==> src/rtl/hazard_ctrl_n_pkg.sv <==
// Shared constants for the hazard controller: stage bit positions and FSM states.
package hazard_ctrl_n_pkg;

  localparam int unsigned STG_IF     = 0;
  localparam int unsigned STG_IF_ID  = 1;
  localparam int unsigned STG_ID_EX  = 2;
  localparam int unsigned STG_EX_MEM = 3;
  localparam int unsigned STG_MEM_WB = 4;

  typedef enum logic [1:0] {
    ST_RUN    = 2'd0,
    ST_DRAIN  = 2'd1,
    ST_HALTED = 2'd2
  } hz_state_e;

  // Bits needed to hold the drain bubble count (value range 0..cycles).
  function automatic int unsigned dcnt_width(input int unsigned cycles);
    return (cycles < 2) ? 1 : $clog2(cycles + 1);
  endfunction

endpackage

==> src/rtl/hazard_ctrl_n_if.sv <==
// Datapath <-> hazard controller bundle: requests and halt in, stall/flush and statistics out.
interface hazard_ctrl_n_if #(
  parameter int unsigned NSTAGES = 5,
  parameter int unsigned NREQ    = 3,
  parameter int unsigned CNT_W   = 64
);
  logic [NREQ-1:0]    req_i;
  logic               halt_req_i;
  logic               halt_ack_o;
  logic               cnt_clr_i;
  logic [NSTAGES-1:0] stall_o;
  logic [NSTAGES-1:0] flush_o;
  logic [CNT_W-1:0]   nr_insts_o;
  logic [CNT_W-1:0]   nr_stall_o;
  logic [CNT_W-1:0]   nr_flush_o;

  modport master (
    output req_i, halt_req_i, cnt_clr_i,
    input  halt_ack_o, stall_o, flush_o, nr_insts_o, nr_stall_o, nr_flush_o
  );

  modport slave (
    input  req_i, halt_req_i, cnt_clr_i,
    output halt_ack_o, stall_o, flush_o, nr_insts_o, nr_stall_o, nr_flush_o
  );
endinterface

==> src/rtl/hazard_ctrl_n_prio_sel.sv <==
// Fixed-priority hazard arbiter: the lowest-index active request alone selects its stall/flush masks.
module hazard_ctrl_n_prio_sel #(
  parameter int unsigned               NSTAGES     = 5,
  parameter int unsigned               NREQ        = 3,
  parameter logic [NREQ*NSTAGES-1:0]   STALL_MASKS = {5'b00011, 5'b00000, 5'b00111},
  parameter logic [NREQ*NSTAGES-1:0]   FLUSH_MASKS = {5'b00100, 5'b00010, 5'b01000}
) (
  input  logic [NREQ-1:0]    req_i,
  output logic [NSTAGES-1:0] stall_o,
  output logic [NSTAGES-1:0] flush_o
);

  logic [NREQ-1:0]              grant;
  logic [NREQ-1:0][NSTAGES-1:0] stall_terms;
  logic [NREQ-1:0][NSTAGES-1:0] flush_terms;

  for (genvar gi = 0; gi < NREQ; gi++) begin : g_req
    if (gi == 0) begin : g_top
      assign grant[gi] = req_i[gi];
    end else begin : g_lower
      assign grant[gi] = req_i[gi] & ~(|req_i[gi-1:0]);
    end
    assign stall_terms[gi] = {NSTAGES{grant[gi]}} & STALL_MASKS[gi*NSTAGES +: NSTAGES];
    assign flush_terms[gi] = {NSTAGES{grant[gi]}} & FLUSH_MASKS[gi*NSTAGES +: NSTAGES];
  end

  // grant is one-hot (or zero), so OR-ing the gated terms is a pure mux.
  always_comb begin
    stall_o = '0;
    flush_o = '0;
    for (int r = 0; r < NREQ; r++) begin
      stall_o = stall_o | stall_terms[r];
      flush_o = flush_o | flush_terms[r];
    end
  end

endmodule

==> src/rtl/hazard_ctrl_n.sv <==
// Pipeline hazard controller: prioritised stall/flush, debug halt/drain FSM and statistics counters.
module hazard_ctrl_n
  import hazard_ctrl_n_pkg::*;
#(
  parameter int unsigned             NSTAGES      = 5,
  parameter int unsigned             NREQ         = 3,
  parameter logic [NREQ*NSTAGES-1:0] STALL_MASKS  = {5'b00011, 5'b00000, 5'b00111},
  parameter logic [NREQ*NSTAGES-1:0] FLUSH_MASKS  = {5'b00100, 5'b00010, 5'b01000},
  parameter int unsigned             DRAIN_CYCLES = 3,
  parameter int unsigned             CNT_W        = 64
) (
  input  logic            clock,
  input  logic            reset_n,
  hazard_ctrl_n_if.slave  bus
);

  localparam int unsigned       DCNT_W    = dcnt_width(DRAIN_CYCLES);
  localparam logic [DCNT_W-1:0] DCNT_INIT = DCNT_W'(DRAIN_CYCLES);

  logic [NSTAGES-1:0] hz_stall;
  logic [NSTAGES-1:0] hz_flush;
  logic [NSTAGES-1:0] stall_d;
  logic [NSTAGES-1:0] flush_d;
  hz_state_e          state_q;
  logic [DCNT_W-1:0]  dcnt_q;
  logic               halt_ack_q;
  logic               drain_step;
  logic [2:0]         cnt_inc;
  logic [2:0][CNT_W-1:0] cnt_val;

  hazard_ctrl_n_prio_sel #(
    .NSTAGES     (NSTAGES),
    .NREQ        (NREQ),
    .STALL_MASKS (STALL_MASKS),
    .FLUSH_MASKS (FLUSH_MASKS)
  ) u_prio_sel (
    .req_i   (bus.req_i),
    .stall_o (hz_stall),
    .flush_o (hz_flush)
  );

  // A bubble only counts toward the drain when nothing past IF is being held.
  assign drain_step = (hz_stall[NSTAGES-1:1] == '0);

  always_comb begin
    stall_d = '0;
    flush_d = '0;
    if (reset_n) begin
      case (state_q)
        ST_RUN: begin
          stall_d = hz_stall;
          flush_d = hz_flush;
        end
        ST_DRAIN: begin
          stall_d            = hz_stall;
          stall_d[STG_IF]    = 1'b1;
          flush_d            = hz_flush;
          flush_d[STG_IF_ID] = 1'b1;
        end
        ST_HALTED: stall_d = '1;
        default: begin
          stall_d = '0;
          flush_d = '0;
        end
      endcase
    end
  end

  always_ff @(posedge clock or negedge reset_n) begin
    if (!reset_n) begin
      state_q    <= ST_RUN;
      dcnt_q     <= '0;
      halt_ack_q <= 1'b0;
    end else begin
      case (state_q)
        ST_RUN: begin
          if (bus.halt_req_i) begin
            state_q <= ST_DRAIN;
            dcnt_q  <= DCNT_INIT;
          end
        end
        ST_DRAIN: begin
          if (!bus.halt_req_i) begin
            state_q <= ST_RUN;
          end else if (drain_step) begin
            if (dcnt_q == DCNT_W'(1)) begin
              state_q    <= ST_HALTED;
              halt_ack_q <= 1'b1;
            end else begin
              dcnt_q <= dcnt_q - DCNT_W'(1);
            end
          end
        end
        ST_HALTED: begin
          if (!bus.halt_req_i) begin
            state_q    <= ST_RUN;
            halt_ack_q <= 1'b0;
          end
        end
        default: begin
          state_q    <= ST_RUN;
          halt_ack_q <= 1'b0;
        end
      endcase
    end
  end

  assign cnt_inc[0] = (state_q == ST_RUN) && (stall_d == '0) && (flush_d == '0);
  assign cnt_inc[1] = (stall_d != '0);
  assign cnt_inc[2] = (flush_d != '0);

  for (genvar gi = 0; gi < 3; gi++) begin : g_cnt
    logic [CNT_W-1:0] cnt_q;
    always_ff @(posedge clock or negedge reset_n) begin
      if (!reset_n) begin
        cnt_q <= '0;
      end else if (bus.cnt_clr_i) begin
        cnt_q <= '0;
      end else if (cnt_inc[gi]) begin
        cnt_q <= cnt_q + CNT_W'(1);
      end
    end
    assign cnt_val[gi] = cnt_q;
  end

  assign bus.stall_o    = stall_d;
  assign bus.flush_o    = flush_d;
  assign bus.halt_ack_o = halt_ack_q;
  assign bus.nr_insts_o = cnt_val[0];
  assign bus.nr_stall_o = cnt_val[1];
  assign bus.nr_flush_o = cnt_val[2];

endmodule

==> src/flat_wrapper.sv <==
// flat-port wrapper written by rule: the top's interface ports become plain ports
module hazard_ctrl_n_flat import hazard_ctrl_n_pkg::*;
#(
  parameter int unsigned             NSTAGES      = 5,
  parameter int unsigned             NREQ         = 3,
  parameter logic [NREQ*NSTAGES-1:0] STALL_MASKS  = {5'b00011, 5'b00000, 5'b00111},
  parameter logic [NREQ*NSTAGES-1:0] FLUSH_MASKS  = {5'b00100, 5'b00010, 5'b01000},
  parameter int unsigned             DRAIN_CYCLES = 3,
  parameter int unsigned             CNT_W        = 64
)
  (clock, reset_n, bus_req_i, bus_halt_req_i, bus_cnt_clr_i, bus_halt_ack_o, bus_stall_o, bus_flush_o, bus_nr_insts_o, bus_nr_stall_o, bus_nr_flush_o);
  hazard_ctrl_n_if #(.NSTAGES(NSTAGES), .NREQ(NREQ), .CNT_W(CNT_W)) bus_i ();
  input  logic clock;
  input  logic reset_n;
  input wire logic [$bits(bus_i.req_i)-1:0] bus_req_i;
  input wire logic [$bits(bus_i.halt_req_i)-1:0] bus_halt_req_i;
  input wire logic [$bits(bus_i.cnt_clr_i)-1:0] bus_cnt_clr_i;
  output wire logic [$bits(bus_i.halt_ack_o)-1:0] bus_halt_ack_o;
  output wire logic [$bits(bus_i.stall_o)-1:0] bus_stall_o;
  output wire logic [$bits(bus_i.flush_o)-1:0] bus_flush_o;
  output wire logic [$bits(bus_i.nr_insts_o)-1:0] bus_nr_insts_o;
  output wire logic [$bits(bus_i.nr_stall_o)-1:0] bus_nr_stall_o;
  output wire logic [$bits(bus_i.nr_flush_o)-1:0] bus_nr_flush_o;
  assign bus_i.req_i = bus_req_i;
  assign bus_i.halt_req_i = bus_halt_req_i;
  assign bus_i.cnt_clr_i = bus_cnt_clr_i;
  assign bus_halt_ack_o = bus_i.halt_ack_o;
  assign bus_stall_o = bus_i.stall_o;
  assign bus_flush_o = bus_i.flush_o;
  assign bus_nr_insts_o = bus_i.nr_insts_o;
  assign bus_nr_stall_o = bus_i.nr_stall_o;
  assign bus_nr_flush_o = bus_i.nr_flush_o;
  hazard_ctrl_n #(.NSTAGES(NSTAGES), .NREQ(NREQ), .STALL_MASKS(STALL_MASKS), .FLUSH_MASKS(FLUSH_MASKS), .DRAIN_CYCLES(DRAIN_CYCLES), .CNT_W(CNT_W)) u_core (.clock(clock), .reset_n(reset_n), .bus(bus_i));
endmodule
==> config.mk <==
export PLATFORM = sky130hd
export DESIGN_NAME = hazard_ctrl_n_flat
export DESIGN_NICKNAME = d
export VERILOG_FILES = /design/src/rtl/hazard_ctrl_n_pkg.sv /design/src/rtl/hazard_ctrl_n_if.sv /design/src/rtl/hazard_ctrl_n_prio_sel.sv /design/src/rtl/hazard_ctrl_n.sv /design/src/flat_wrapper.sv
export SDC_FILE = /design/constraint.sdc
export NUM_CORES = 1
export LEC_CHECK = 0
export CELL_PAD_IN_SITES_DETAIL_PLACEMENT = 0
export CELL_PAD_IN_SITES_GLOBAL_PLACEMENT = 1
export CORE_MARGIN = 4
export CORE_UTILIZATION = 54
export CTS_BUF_LIST = sky130_fd_sc_hd__clkbuf_2 sky130_fd_sc_hd__clkbuf_4 sky130_fd_sc_hd__clkbuf_8
export CTS_CLUSTER_SIZE = 12
export DETAILED_ROUTE_END_ITERATION = 8
export DONT_BUFFER_PORTS = 1
export PLACE_DENSITY = 0.86
export SLEW_MARGIN = 5
export SYNTH_ARGS = -nofsm -noshare
export SYNTH_HDL_FRONTEND = slang
export SYNTH_SLANG_ARGS = --single-unit
==> constraint.sdc <==
create_clock -name clock -period 5.3 [get_ports clock]
set_clock_uncertainty 0.15 [all_clocks]
set_input_delay 1.06 -clock clock [delete_from_list [all_inputs] [get_ports clock]]
set_output_delay 1.06 -clock clock [all_outputs]
set_load 0.03 [all_outputs]
## Word level (Yosys, flattened, before mapping)

Index checks and enable logic that the tools add are counted.

| word-level totals | value |
|---|---|
| word-level logic and storage cells | 71 |
| bits of input ports | 7 |
| output and inout port bits | 203 |
| bits in registers | 197 |

| operators by class | value |
|---|---|
| reduce and logical (&&, ||, !) cells | 16 |
| bitwise operators | 8 |
| add/sub/neg operators | 4 |
| multiplexer cells | 26 |
| equal/unequal tests | 11 |

Operator list:

| cell | number |
|---|---|
| 2-to-1 mux 64 bit | 6 |
| adder 64 x 1 -> 64 bit, second input constant | 3 |
| 2-to-1 mux 2 bit | 9 |
| one-hot mux 5 bit (3 select lines) | 1 |
| logical NOT 5 bit | 2 |
| 2-to-1 mux 5 bit | 2 |
| one-hot mux 5 bit (2 select lines) | 1 |
| AND reduction 5 bit | 2 |
| nonzero test 5 bit | 2 |
| != test 2 bit, second input constant | 4 |
| nonzero test 2 bit | 4 |
| != test 3 x 2 -> 1 bit, second input constant | 2 |
| one-hot mux 2 bit (3 select lines) | 1 |
| == test 2 x 1 -> 1 bit, second input constant | 2 |
| logical NOT 4 bit | 1 |
| 2-to-1 mux 1 bit | 4 |
| != test 2 x 1 -> 1 bit, second input constant | 2 |
| bitwise OR 4 x 2 -> 4 bit | 1 |
| bitwise OR 4 x 3 -> 4 bit | 1 |
| one-hot mux 2 bit (2 select lines) | 1 |
| AND reduction 4 bit | 1 |
| NOT 1 bit | 3 |
| bitwise OR 3 x 2 -> 3 bit | 1 |
| one-hot mux 1 bit (3 select lines) | 1 |
| other kinds (6) | 8 |

## Longest topological paths before layout

Gate-level depths: netlist (run 1).

| logic depth | value |
|---|---|
| depth in word-level cells | 11 |
| depth in mapped cells | 11 |
| mapped depth without buffers | 8 |

## Modules after synthesis

From an unflattened synthesis (run 1), not the netlist that was laid out.

| unflattened totals | value |
|---|---|
| cells, all modules | 1295 |
| area, all modules | 11611.1 um^2 |

Modules (own cells, without submodules):

| module | sequential area each (um^2) | cells each | area an instance (um^2) | instances |
|---|---|---|---|---|
| hazard_ctrl_n | 4929.7 | 1283 | 11524.8 | 1 |
| hazard_ctrl_n_prio_sel | 0.0 | 12 | 86.3 | 1 |

## Worst setup path before layout (run 1)

OpenSTA, ideal clock, no wires.

| path | value |
|---|---|
| path type | input to register |
| from | input port reset_n |
| to | register u_core.g_cnt[1].cnt_q[58] (netlist: u_core.bus.nr_stall_o[58]) |
| arrival time | 3371 ps |
| library setup time | 78 ps |
| slack | 1701 ps |
| data required time | 5072 ps |
| stages on the path | 8 |
| buffers on the path | 2 |
| path through | buf_2 inv_1 a2111oi_4 o31ai_1 or4_1 buf_2 or3_1 a21oi_1 |

| on the way | value |
|---|---|
| longest elaborated chain between the ends | 3 |

Ends and longest elaborated chain:

| element | RTL line | text |
|---|---|---|
| start, declared | flat_wrapper.sv:14 | `input logic reset_n;` |
| 2-to-1 mux 5 bit | hazard_ctrl_n.sv:48 | `if (reset_n) begin` |
| via bus_stall_o[0] | flat_wrapper.sv:19 | `output wire logic [$bits(bus_i.stall_o)-1:0] bus_stall_o;` |
| nonzero test 5 bit | hazard_ctrl_n.sv:109 | `assign cnt_inc[1] = (stall_d != '0);` |
| nonzero test 2 bit (no source line) | -- |  |
| end signal, assigned | hazard_ctrl_n.sv:120 | `cnt_q <= cnt_q + CNT_W'(1);` |
| end, declared | hazard_ctrl_n.sv:113 | `logic [CNT_W-1:0] cnt_q;` |

The timed path passes the listed nets, and every way through them passes these cells.
A chain may end at the register's enable or synchronous reset.

## Final worst setup path (run 1)

| path | value |
|---|---|
| from | register u_core.state_q[1] |
| to | register u_core.g_cnt[1].cnt_q[60] (netlist: u_core.bus.nr_stall_o[60]) |

| on the way | value |
|---|---|
| longest elaborated chain between the ends | 5 |
| elaborated cells on any way between the ends | 7 |
| those cells by class | eq/ne: 2; mux: 2; reduce/logical: 3 |

Ends and longest elaborated chain:

| element | RTL line | text |
|---|---|---|
| start, declared | hazard_ctrl_n.sv:24 | `hz_state_e state_q;` |
| start signal, assigned | hazard_ctrl_n.sv:71 | `state_q <= ST_RUN;` |
| start signal, assigned | hazard_ctrl_n.sv:78 | `state_q <= ST_DRAIN;` |
| start signal, assigned | hazard_ctrl_n.sv:84 | `state_q <= ST_RUN;` |
| == test 2 bit (tied with other cells) | hazard_ctrl_n.sv:49 | `case (state_q)` |
| one-hot mux 5 bit (3 select lines) (*) | hazard_ctrl_n.sv:49 |  |
| 2-to-1 mux 5 bit (*) | hazard_ctrl_n.sv:48 |  |
| via bus_stall_o[0] | flat_wrapper.sv:19 |  |
| nonzero test 5 bit (*) | hazard_ctrl_n.sv:109 |  |
| nonzero test 2 bit (no source line) (*) | -- |  |

The timed path passes the listed nets; every way through them passes the cells marked *.

==> results of run 1 <==
power groups by stage:
stage | clock network, mW | logic [mW] | registers [mW]
floorplan | 0 | 0.244 | 1.61
global placement | 0 | 0.301 | 1.62
detailed placement | 0 | 0.307 | 1.63
CTS | 0.973 | 0.307 | 1.60
global route | 1.03 | 0.337 | 1.60
finish | 0.946 | 0.307 | 1.60
final timing paths:
check	startpoint	endpoint	slack (ns)	cells after the start
max in group asynchronous	reset_n	u_core.bus.nr_insts_o[55]$_DFFE_PN0P_	4.52	0
min in group clock	u_core.dcnt_q[1]$_DFFE_PN0P_	u_core.dcnt_q[1]$_DFFE_PN0P_	0.43	2
max reg2reg	u_core.state_q[1]$_DFFE_PN0P_	u_core.bus.nr_stall_o[60]$_DFFE_PN0P_	1.55	8
min reg2reg	u_core.dcnt_q[1]$_DFFE_PN0P_	u_core.dcnt_q[1]$_DFFE_PN0P_	0.43	2
max	u_core.state_q[1]$_DFFE_PN0P_	u_core.bus.nr_stall_o[60]$_DFFE_PN0P_	1.55	8
min	reset_n	u_core.bus.nr_stall_o[26]$_DFFE_PN0P_	0.13	0
state kept, by name (all words and copies together) (netlist names):
signal	cells
u_core.bus.nr_insts_o	64
u_core.bus.halt_ack_o	1
u_core.bus.nr_flush_o	64
u_core.state_q	2
u_core.dcnt_q	2
u_core.bus.nr_stall_o	64
layout make-up:
| type | count | area share [%] |
|---|---|---|
| inverter | 33 | 1.103 |
| tap | 265 | 2.954 |
| clock buffer | 21 | 2.575 |
| clock inverter | 11 | 0.8136 |
| timing repair buffer | 9 | 0.6019 |
| sequential | 197 | 43.91 |
| multi-input combinational | 899 | 48.04 |
cells in the final DEF (no fill, tap or decap), types with 10 or more instances in the layout:
master    netlist  routed
dfrtp_1       197     197
nor2_1        163     163
xnor2_1       103     103
nand2_1        88      88
nand3_1        68      68
a21oi_1        63      63
nand4_1        51      51
nor3_1         49      49
nor4_1         48      48
or3_1          46      46
o21ai_0        40      40
inv_1          33      33
xor2_1         27      27
or4_1          22      22
and3_1         22      22
clkbuf_8        0      21
o31ai_1        21      19
and4_1         10      10
nor4_2         10      10
layer usage:
metal  share of wire [%]  vias to the layer above  GRT usage, %
met1                  43                     4240         33.43
met2                  47                      224         38.53
met5                   0                        -             0
met3                 8.2                       26         7.678
met4                 1.5                        0         6.467
li1                    -                     4149             -
worst max-delay path: stages, from the launching register on:
cell	delay, ns
dfrtp_1	0.50
inv_1	0.12
ha_1	0.35
nor2_2	0.10
a2111oi_4	0.84
o31ai_4	0.40
or4_1	0.74
or3_1	0.35
a21oi_1	0.14
cells by family (layout without fill, tap and decap cells):
family | Yosys count | after routing | share of synthesized area (%)
XOR/XNOR | 130 | 130 | 10.65
buffers and inverters | 95 | 74 | 3.618
flip-flops | 197 | 197 | 46.13
AO/OA/AOI/OAI | 141 | 141 | 7.868
multiplexers | 2 | 2 | 0.1990
adder cells (fa/ha/maj) | 9 | 9 | 1.054
other | 1 | 2 | 0.03509
AND/OR/NAND/NOR | 615 | 615 | 30.44
metrics by stage:
| stage | power [mW] | util, % | setup WS, ns | hold slack [ns] | cells |
|---|---|---|---|---|---|
| floorplan | 1.857 | - | 1.701 | 0.3677 | 1191 |
| global placement | 1.926 | 55.72 | 1.402 | 0.3916 | 1403 |
| detailed placement | 1.932 | 55.72 | 1.378 | 0.4091 | 1403 |
| CTS | 2.875 | 57.68 | 1.535 | 0.09532 | 1435 |
| global route | 2.969 | 57.68 | 1.279 | 0.08341 | 1435 |
| finish | 2.848 | 57.68 | 1.551 | 0.1278 | 1435 |
==> flow_summary.json, run 1 <==
{
  "cts_tree": "built",
  "gp_congestion": 0.8132,
  "hpwl_mm": 18.35,
  "max_freq_mhz": 266.7,
  "power_density_mw_per_mm2": 253.7,
  "p_comb_share_pct": 10.8,
  "io_buffers": 0,
  "p_seq_share_pct": 56.0,
  "multi_input_area_sq_mm": 0.005393,
  "irDropWorstVdd_uv": 171.7,
  "crit_arrival_ns": 3.98,
  "synth_edf_count": 0,
  "dr.pass1.iters": 5,
  "grt_pass1_vias": 8138,
  "post_cts_buffers": 0,
  "fillers": 1754,
  "place_area_sq_mm": 0.01085,
  "grt_pass1_wl_mm": 44.32,
  "ys_top_cells_by_area": "dfrtp_1 (46%), xnor2_1 (8.4%), nor2_1 (5.7%)",
  "crit_required_ns": 5.53,
  "final_area_sq_mm": 0.01123,
  "die_w_microns": 148.7,
  "relSlewSlack_pct": 24.95,
  "run_status": "complete, no violations",
  "ys_types": 52,
  "synth-seq-cells": 197,
  "synth_area_leader_cell": "dfrtp_1",
  "fp.dieH_microns": 148.7,
  "synth_top_area_share_pct": 46.13,
  "final_nets": 1173,
  "grt_max_degree": 208,
  "clockPowerShare_pct": 33.2,
  "clock_latency_ns": 0.46,
  "switching_power_mw": 0.8431,
  "diodes": 0,
  "drt_iter0_drc": 480,
  "syn_area_sq_mm": 0.01069,
  "clk_pin_slew_ns": 0.11,
  "min_path_type": "in -> async",
  "vias_per_cell": 6.020,
  "grt_use_total_pct": 24.60,
  "drc_errors": 0,
  "tightest_slew_ns": 1.126,
  "cp-start-kind": "flop",
  "ant_nets": 0,
  "core_sq_mm": 0.01946,
  "hold_viol_final": 0,
  "postSynthAreaPerCell_sq_um": 8.980,
  "drv_slew": 0,
  "async_reset_ff_share_pct": 100.0,
  "seq_area_sq_mm": 0.004930,
  "clock-sinks": 197,
  "num_rows": 51,
  "switching_share_pct": 29.60,
  "drive_gt1_share_pct": 6.239,
  "netlist_instances": 1190,
  "rsz0062_at_grt": "false",
  "seq_area_frac_synth_pct": 46.13,
  "min_period_ns": 3.749,
  "htreeDepth": 4,
  "cts_buffers": 17,
  "grt_overflow": 0,
  "leakage_nw": 4.085,
  "setup_viol": 0,
  "crit_type": "reg -> reg",
  "antenna_found_initial": 0,
  "ctsHoldBuffers": 0,
  "fin_crit_sh_pct": 70.74,
  "internal_power_mw": 2.005,
  "io_pins": 210,
  "vias": 8639,
  "setup_tns_ns": 0,
  "post_cts_resized": 0,
  "start_util_pct": 54.91,
  "wl_per_cell_microns": 18.91,
  "wirelength_mm": 27.14,
  "area_growth_pct": 5.047,
  "drv_cap": 0,
  "yosysMostFrequentCell": "dfrtp_1",
  "endpoint_kind": "flop",
  "netlist_top_cells_count": "dfrtp_1 (197), nor2_1 (163), xnor2_1 (103)",
  "crit_fanout": 27,
  "synth_warnings": 0,
  "synth_top_flop_cell": "dfrtp_1",
  "cts_root_buf": "clkbuf_8",
  "clockBufferDepth": 2,
  "dieArea_sq_mm": 0.02210
}
No activity file was read; power rests on OpenSTA's default activity.
==> run 2: changes to the inputs <==
--- a/config.mk
+++ b/config.mk
@@ -8,12 +8,12 @@
 export CELL_PAD_IN_SITES_DETAIL_PLACEMENT = 0
 export CELL_PAD_IN_SITES_GLOBAL_PLACEMENT = 1
 export CORE_MARGIN = 4
-export CORE_UTILIZATION = 54
+export CORE_UTILIZATION = 50
 export CTS_BUF_LIST = sky130_fd_sc_hd__clkbuf_2 sky130_fd_sc_hd__clkbuf_4 sky130_fd_sc_hd__clkbuf_8
 export CTS_CLUSTER_SIZE = 12
 export DETAILED_ROUTE_END_ITERATION = 8
 export DONT_BUFFER_PORTS = 1
-export PLACE_DENSITY = 0.86
+export PLACE_DENSITY = 0.81
 export SLEW_MARGIN = 5
 export SYNTH_ARGS = -nofsm -noshare
 export SYNTH_HDL_FRONTEND = slang
==> constraint.sdc (replaced) <==
create_clock -name clock -period 3.75 [get_ports clock]
set_clock_uncertainty 0.15 [all_clocks]
set_input_delay 0.75 -clock clock [delete_from_list [all_inputs] [get_ports clock]]
set_output_delay 0.75 -clock clock [all_outputs]
set_load 0.03 [all_outputs]
==> run 2 against run 1 <==
The flow now finishes with violations (hold timing). Combinational power grew 42%. Clock power grew 52%. Hold slack lost 0.33 ns. Sequential cell count is the same.
==> flow_summary.json, run 2 (same netlist as run 1, synthesis figures left out) <==
{
  "antenna_found_initial": 0,
  "die_w_microns": 154.2,
  "final_common_cell": "dfrtp_1",
  "drc_errors": 0,
  "endpoint": "u_core.bus.nr_insts_o[62]$_DFFE_PN0P_",
  "tightest_slew_ns": 0.7446,
  "dieArea_sq_mm": 0.02378,
  "fillers": 1939,
  "violations": "hold timing",
  "drt_iter0_drc": 489,
  "area_growth_pct": 7.598,
  "crit_arrival_ns": 3.66,
  "placed_cells": 1444,
  "start_util_pct": 50.84,
  "min_path_type": "in -> async",
  "cts_tree": "built",
  "setup_viol": 0,
  "clock-sinks": 197,
  "crit_required_ns": 3.99,
  "critPathSlowestCell": "or4_4",
  "final_cell_mix": "dfrtp_1 (197), nor2_1 (163), xnor2_1 (103)",
  "worst-path-buf-inv": 1,
  "cp-start-kind": "flop",
  "fin_crit_sh_pct": 91.12,
  "wl_per_cell_microns": 18.95,
  "seq_area_sq_mm": 0.004930,
  "cts_buffers": 17,
  "grt_overflow": 0,
  "grt_pass1_vias": 8353,
  "core_sq_mm": 0.02102,
  "cp_slowest_stage_delay_ns": 0.68,
  "path_depth": 8,
  "post_cts_resized": 0,
  "critical_path.top_delay_family": "simple AND/OR/NAND/NOR gates",
  "final_nets": 1204,
  "finalPower_mw": 4.125,
  "crit_fanout": 15,
  "num_rows": 53,
  "max_freq_mhz": 292.6,
  "cts_root_buf": "clkbuf_8",
  "grt_use_total_pct": 23.33,
  "place_area_sq_mm": 0.01109,
  "drv_cap": 0,
  "io_pins": 210,
  "crit_type": "reg -> reg",
  "vias": 8747,
  "final_area_sq_mm": 0.01150,
  "rr_endpoint": "u_core.bus.nr_insts_o[62]$_DFFE_PN0P_",
  "endpoint_kind": "flop",
  "finalNonFillerCells": 1476,
  "run_status": "complete, but fails checks",
  "dr.pass1.iters": 5,
  "path_cells": "inv_1 -> ha_1 -> nor2_1 -> a2111oi_4 -> or3_1 -> or4_4 -> or4_1 -> a21oi_1",
  "fin_hold_ws_ns": -0.2003,
  "clock_latency_ns": 0.48,
  "vias_per_cell": 5.926,
  "r2r_cells": 8,
  "diodes": 0,
  "crit_start": "u_core.state_q[1]$_DFFE_PN0P_",
  "clk_pin_slew_ns": 0.11,
  "leakage_nw": 4.255,
  "fp.dieH_microns": 154.2,
  "hold_viol_final": 197,
  "multi_input_area_sq_mm": 0.005393,
  "relSlewSlack_pct": 49.90,
  "htreeDepth": 4,
  "drv_slew": 0,
  "r2r_slack_ns": 0.33,
  "grt_pass1_wl_mm": 45.75,
  "wirelength_mm": 27.96,
  "min_period_ns": 3.417,
  "ant_nets": 0,
  "clockBufferDepth": 2,
  "hpwl_mm": 19.21,
  "io_buffers": 0,
  "drive_gt1_share_pct": 8.659,
  "setup_tns_ns": 0,
  "irDropWorstVdd_uv": 199.3,
  "gp_congestion": 0.8127,
  "r2r-start": "u_core.state_q[1]$_DFFE_PN0P_",
  "post_cts_buffers": 0,
  "rsz0062_at_grt": "false",
  "power_density_mw_per_mm2": 358.8,
  "grt_max_degree": 208
}
-- run 2: changes by cell type in the layout (fill, tap and decap cells not counted), sizes merged --
cell	before	now
buf	9	40
bufinv	0	2
clkbuf	21	18
inv	37	38
-- run 2: cell type report --
type                    count  area share, %
inverters                  33          1.077
clock buffers              18          2.100
flip-flops and latches    197          42.87
clock inverters            14          1.447
well taps                 275          2.992
multi-input cells         899          46.90
repair buffers             40          2.612
-- run 2: how the worst min path moves through the flow --
stage | startpoint | cells past startpoint | end | slack, ns
CTS | reset_n | 0 | u_core.bus.nr_stall_o[24]$_DFFE_PN0P_ | -0.23
floorplan | reset_n | 0 | u_core.bus.halt_ack_o$_DFFE_PN0P_ | 0.30
detailed placement | reset_n | 0 | u_core.bus.nr_stall_o[24]$_DFFE_PN0P_ | 0.31
finish | reset_n | 0 | u_core.bus.nr_stall_o[18]$_DFFE_PN0P_ | -0.20
global placement | reset_n | 0 | u_core.bus.nr_stall_o[23]$_DFFE_PN0P_ | 0.31
global route | reset_n | 0 | u_core.bus.nr_stall_o[23]$_DFFE_PN0P_ | -0.24
-- run 2: power by group --
group	switching, mW	leakage, nW	internal, mW
sequential	0.0903	2.74	2.16
combinational	0.302	1.31	0.135
clock	0.818	0.203	0.620
-- run 2: per-layer routing --
metal	up-vias	part of all wire, %	global-route usage (%)
met3	30	8.6	8.478
met5	-	0	0
met4	0	1.7	6.434
li1	4222	-	-
met1	4278	43	30.77
met2	217	47	36.58
-- run 2: through the flow --
| stage | utilization [%] | hold slack (ns) | setup WS, ns |
|---|---|---|---|
| after floorplan | - | 0.3044 | 0.4615 |
| after global placement | 52.76 | 0.3118 | 0.4888 |
| after detailed placement | 52.76 | 0.3113 | 0.3299 |
| after CTS | 54.70 | -0.2303 | 0.3057 |
| after global routing | 54.70 | -0.2366 | 0.1061 |
| final | 54.70 | -0.2003 | 0.3329 |
==> run 3: changes to the inputs <==
--- a/config.mk
+++ b/config.mk
@@ -7,7 +7,7 @@
 export LEC_CHECK = 0
 export CELL_PAD_IN_SITES_DETAIL_PLACEMENT = 0
 export CELL_PAD_IN_SITES_GLOBAL_PLACEMENT = 1
-export CORE_MARGIN = 4
+export CORE_MARGIN = 1
 export CORE_UTILIZATION = 50
 export CTS_BUF_LIST = sky130_fd_sc_hd__clkbuf_2 sky130_fd_sc_hd__clkbuf_4 sky130_fd_sc_hd__clkbuf_8
 export CTS_CLUSTER_SIZE = 12
==> run 3 against run 2 <==
The flow still finishes with violations (hold timing). Maximum frequency down 0.67%. Core utilization down 0.25 points. Critical path depth unchanged. Clock power down 9%. Combinational power up 2%. Sequential share of layout area up 0.33 points. Cell area down 0.77%. Sequential cell count unchanged. Routed wire length down 2.6%. Die area down 7.6%. First-iteration DRC count up 3.5%. Critical path type unchanged.
==> flow_summary.json, run 3 (same netlist as run 1, synthesis figures left out) <==
{
  "rsz0062_at_grt": "false",
  "cp_slowest_stage_delay_ns": 0.69,
  "die_w_microns": 148.2,
  "max_freq_mhz": 290.7,
  "drv_cap": 0,
  "crit_type": "reg -> reg",
  "endpoint": "u_core.bus.nr_insts_o[56]$_DFFE_PN0P_",
  "path_depth": 8,
  "fillers": 1979,
  "dr.pass1.iters": 5,
  "final_nets": 1199,
  "rr_endpoint": "u_core.bus.nr_insts_o[56]$_DFFE_PN0P_",
  "top_layer": "met4",
  "crit_arrival_ns": 3.68,
  "endpoint_kind": "flop",
  "wl_per_cell_microns": 18.53,
  "dieArea_sq_mm": 0.02196,
  "relSlewSlack_pct": 54.15,
  "clk_pin_slew_ns": 0.11,
  "wl_met2_mm": 12.34,
  "final_cell_mix": "dfrtp_1 (197), nor2_1 (163), xnor2_1 (103)",
  "power_density_mw_per_mm2": 351.3,
  "ant_nets": 0,
  "setup_tns_ns": 0,
  "wirelength_mm": 27.24,
  "critical_path.top_delay_family": "simple AND/OR/NAND/NOR gates",
  "p_comb_share_pct": 11.1,
  "r2r_slack_ns": 0.31,
  "drc_errors": 0,
  "min_path_type": "in -> async",
  "leakage_nw": 4.198,
  "r2r_cells": 8,
  "post_cts_buffers": 0,
  "hpwl_mm": 18.24,
  "drv_slew": 0,
  "io_pins": 210,
  "placed_cells": 1439,
  "crit_fanout": 15,
  "met1_length_mm": 12.18,
  "gp_congestion": 0.8064,
  "start_util_pct": 51.00,
  "r2r-start": "u_core.state_q[1]$_DFFE_PN0P_",
  "grt_pass1_wl_mm": 43.88,
  "switching_share_pct": 30.01,
  "diodes": 0,
  "grt_use_total_pct": 25.04,
  "antenna_found_initial": 0,
  "p_seq_share_pct": 56.1,
  "cp-start-kind": "flop",
  "clockPowerShare_pct": 32.8,
  "dr_wl_met3_mm": 2.211,
  "area_growth_pct": 6.767,
  "io_buffers": 0,
  "fp.dieH_microns": 148.2,
  "tightest_slew_ns": 0.6815,
  "cts_root_buf": "clkbuf_8",
  "drt_iter0_drc": 506,
  "finalNonFillerCells": 1470,
  "cts_buffers": 17,
  "crit_required_ns": 3.99,
  "hold_viol_final": 197,
  "grt_overflow": 0,
  "switching_power_mw": 1.203,
  "core_sq_mm": 0.02096,
  "min_period_ns": 3.440,
  "clock-sinks": 197,
  "vias": 8694,
  "crit_start": "u_core.state_q[1]$_DFFE_PN0P_",
  "path_cells": "inv_1 -> ha_1 -> nor2_1 -> a2111oi_4 -> or3_1 -> or4_4 -> or4_1 -> a21oi_1",
  "htreeDepth": 4,
  "drive_gt1_share_pct": 8.201,
  "fin_crit_sh_pct": 91.74,
  "clock_latency_ns": 0.47,
  "worst-path-buf-inv": 1,
  "final_common_cell": "dfrtp_1",
  "clockBufferDepth": 2,
  "setup_viol": 0,
  "violations": "hold timing",
  "internal_power_mw": 2.805,
  "critPathSlowestCell": "or4_4",
  "num_rows": 53,
  "grt_pass1_vias": 8085,
  "irDropWorstVdd_uv": 268.2,
  "vias_per_cell": 5.914,
  "run_status": "complete, but fails checks",
  "grt_max_degree": 208,
  "fin_hold_ws_ns": -0.1884,
  "cts_tree": "built",
  "finalPower_mw": 4.009
}
[run 3: how the worst min path moves through the flow]
stage	endpoint	slack, ns	startpoint
floorplan	u_core.bus.halt_ack_o$_DFFE_PN0P_	0.30	reset_n
global placement	u_core.bus.nr_stall_o[23]$_DFFE_PN0P_	0.31	reset_n
detailed placement	u_core.bus.nr_stall_o[23]$_DFFE_PN0P_	0.31	reset_n
CTS	u_core.bus.nr_stall_o[23]$_DFFE_PN0P_	-0.21	reset_n
global route	u_core.bus.nr_stall_o[24]$_DFFE_PN0P_	-0.24	reset_n
finish	u_core.bus.nr_stall_o[24]$_DFFE_PN0P_	-0.19	reset_n
[run 3: layout make-up]
cell class	count	area (sq um)	share of cell area, %
multi-input cells	899	5393	47.26
flip-flops and latches	197	4930	43.21
well taps	275	344.1	3.016
repair buffers	35	262.8	2.303
clock buffers	19	261.5	2.292
inverters	33	123.9	1.086
clock inverters	12	95.09	0.8334
[run 3: stage by stage]
step                      worst slack (ns)  utilization, %  cell area, sq um
after floorplan                     0.4615               -             10690
after global placement              0.4255           52.75             11050
after detailed placement            0.3432           52.75             11050
after CTS                           0.3016           54.45             11410
after global routing               0.07914           54.45             11410
final                               0.3098           54.45             11410
[run 3: timing repair]
item,4_1_cts,5_1_grt
resized for setup,0,0
endpoints found under the setup margin,0,0
endpoints found under the hold margin,197,197
[run 3: power by group through the flow]
stage	Clock, mW	Sequential (mW)	Combinational, mW
floorplan	0	2.28	0.345
global placement	0	2.29	0.444
detailed placement	0	2.29	0.449
CTS	1.35	2.25	0.450
global route	1.44	2.26	0.493
finish	1.31	2.25	0.447
[run 3: layer usage]
metal / global-route usage (%) / vias up
met4: 7.990 / 0
li1: - / 4214
met2: 37.61 / 248
met1: 33.99 / 4205
met5: 0 / -
met3: 8.374 / 27
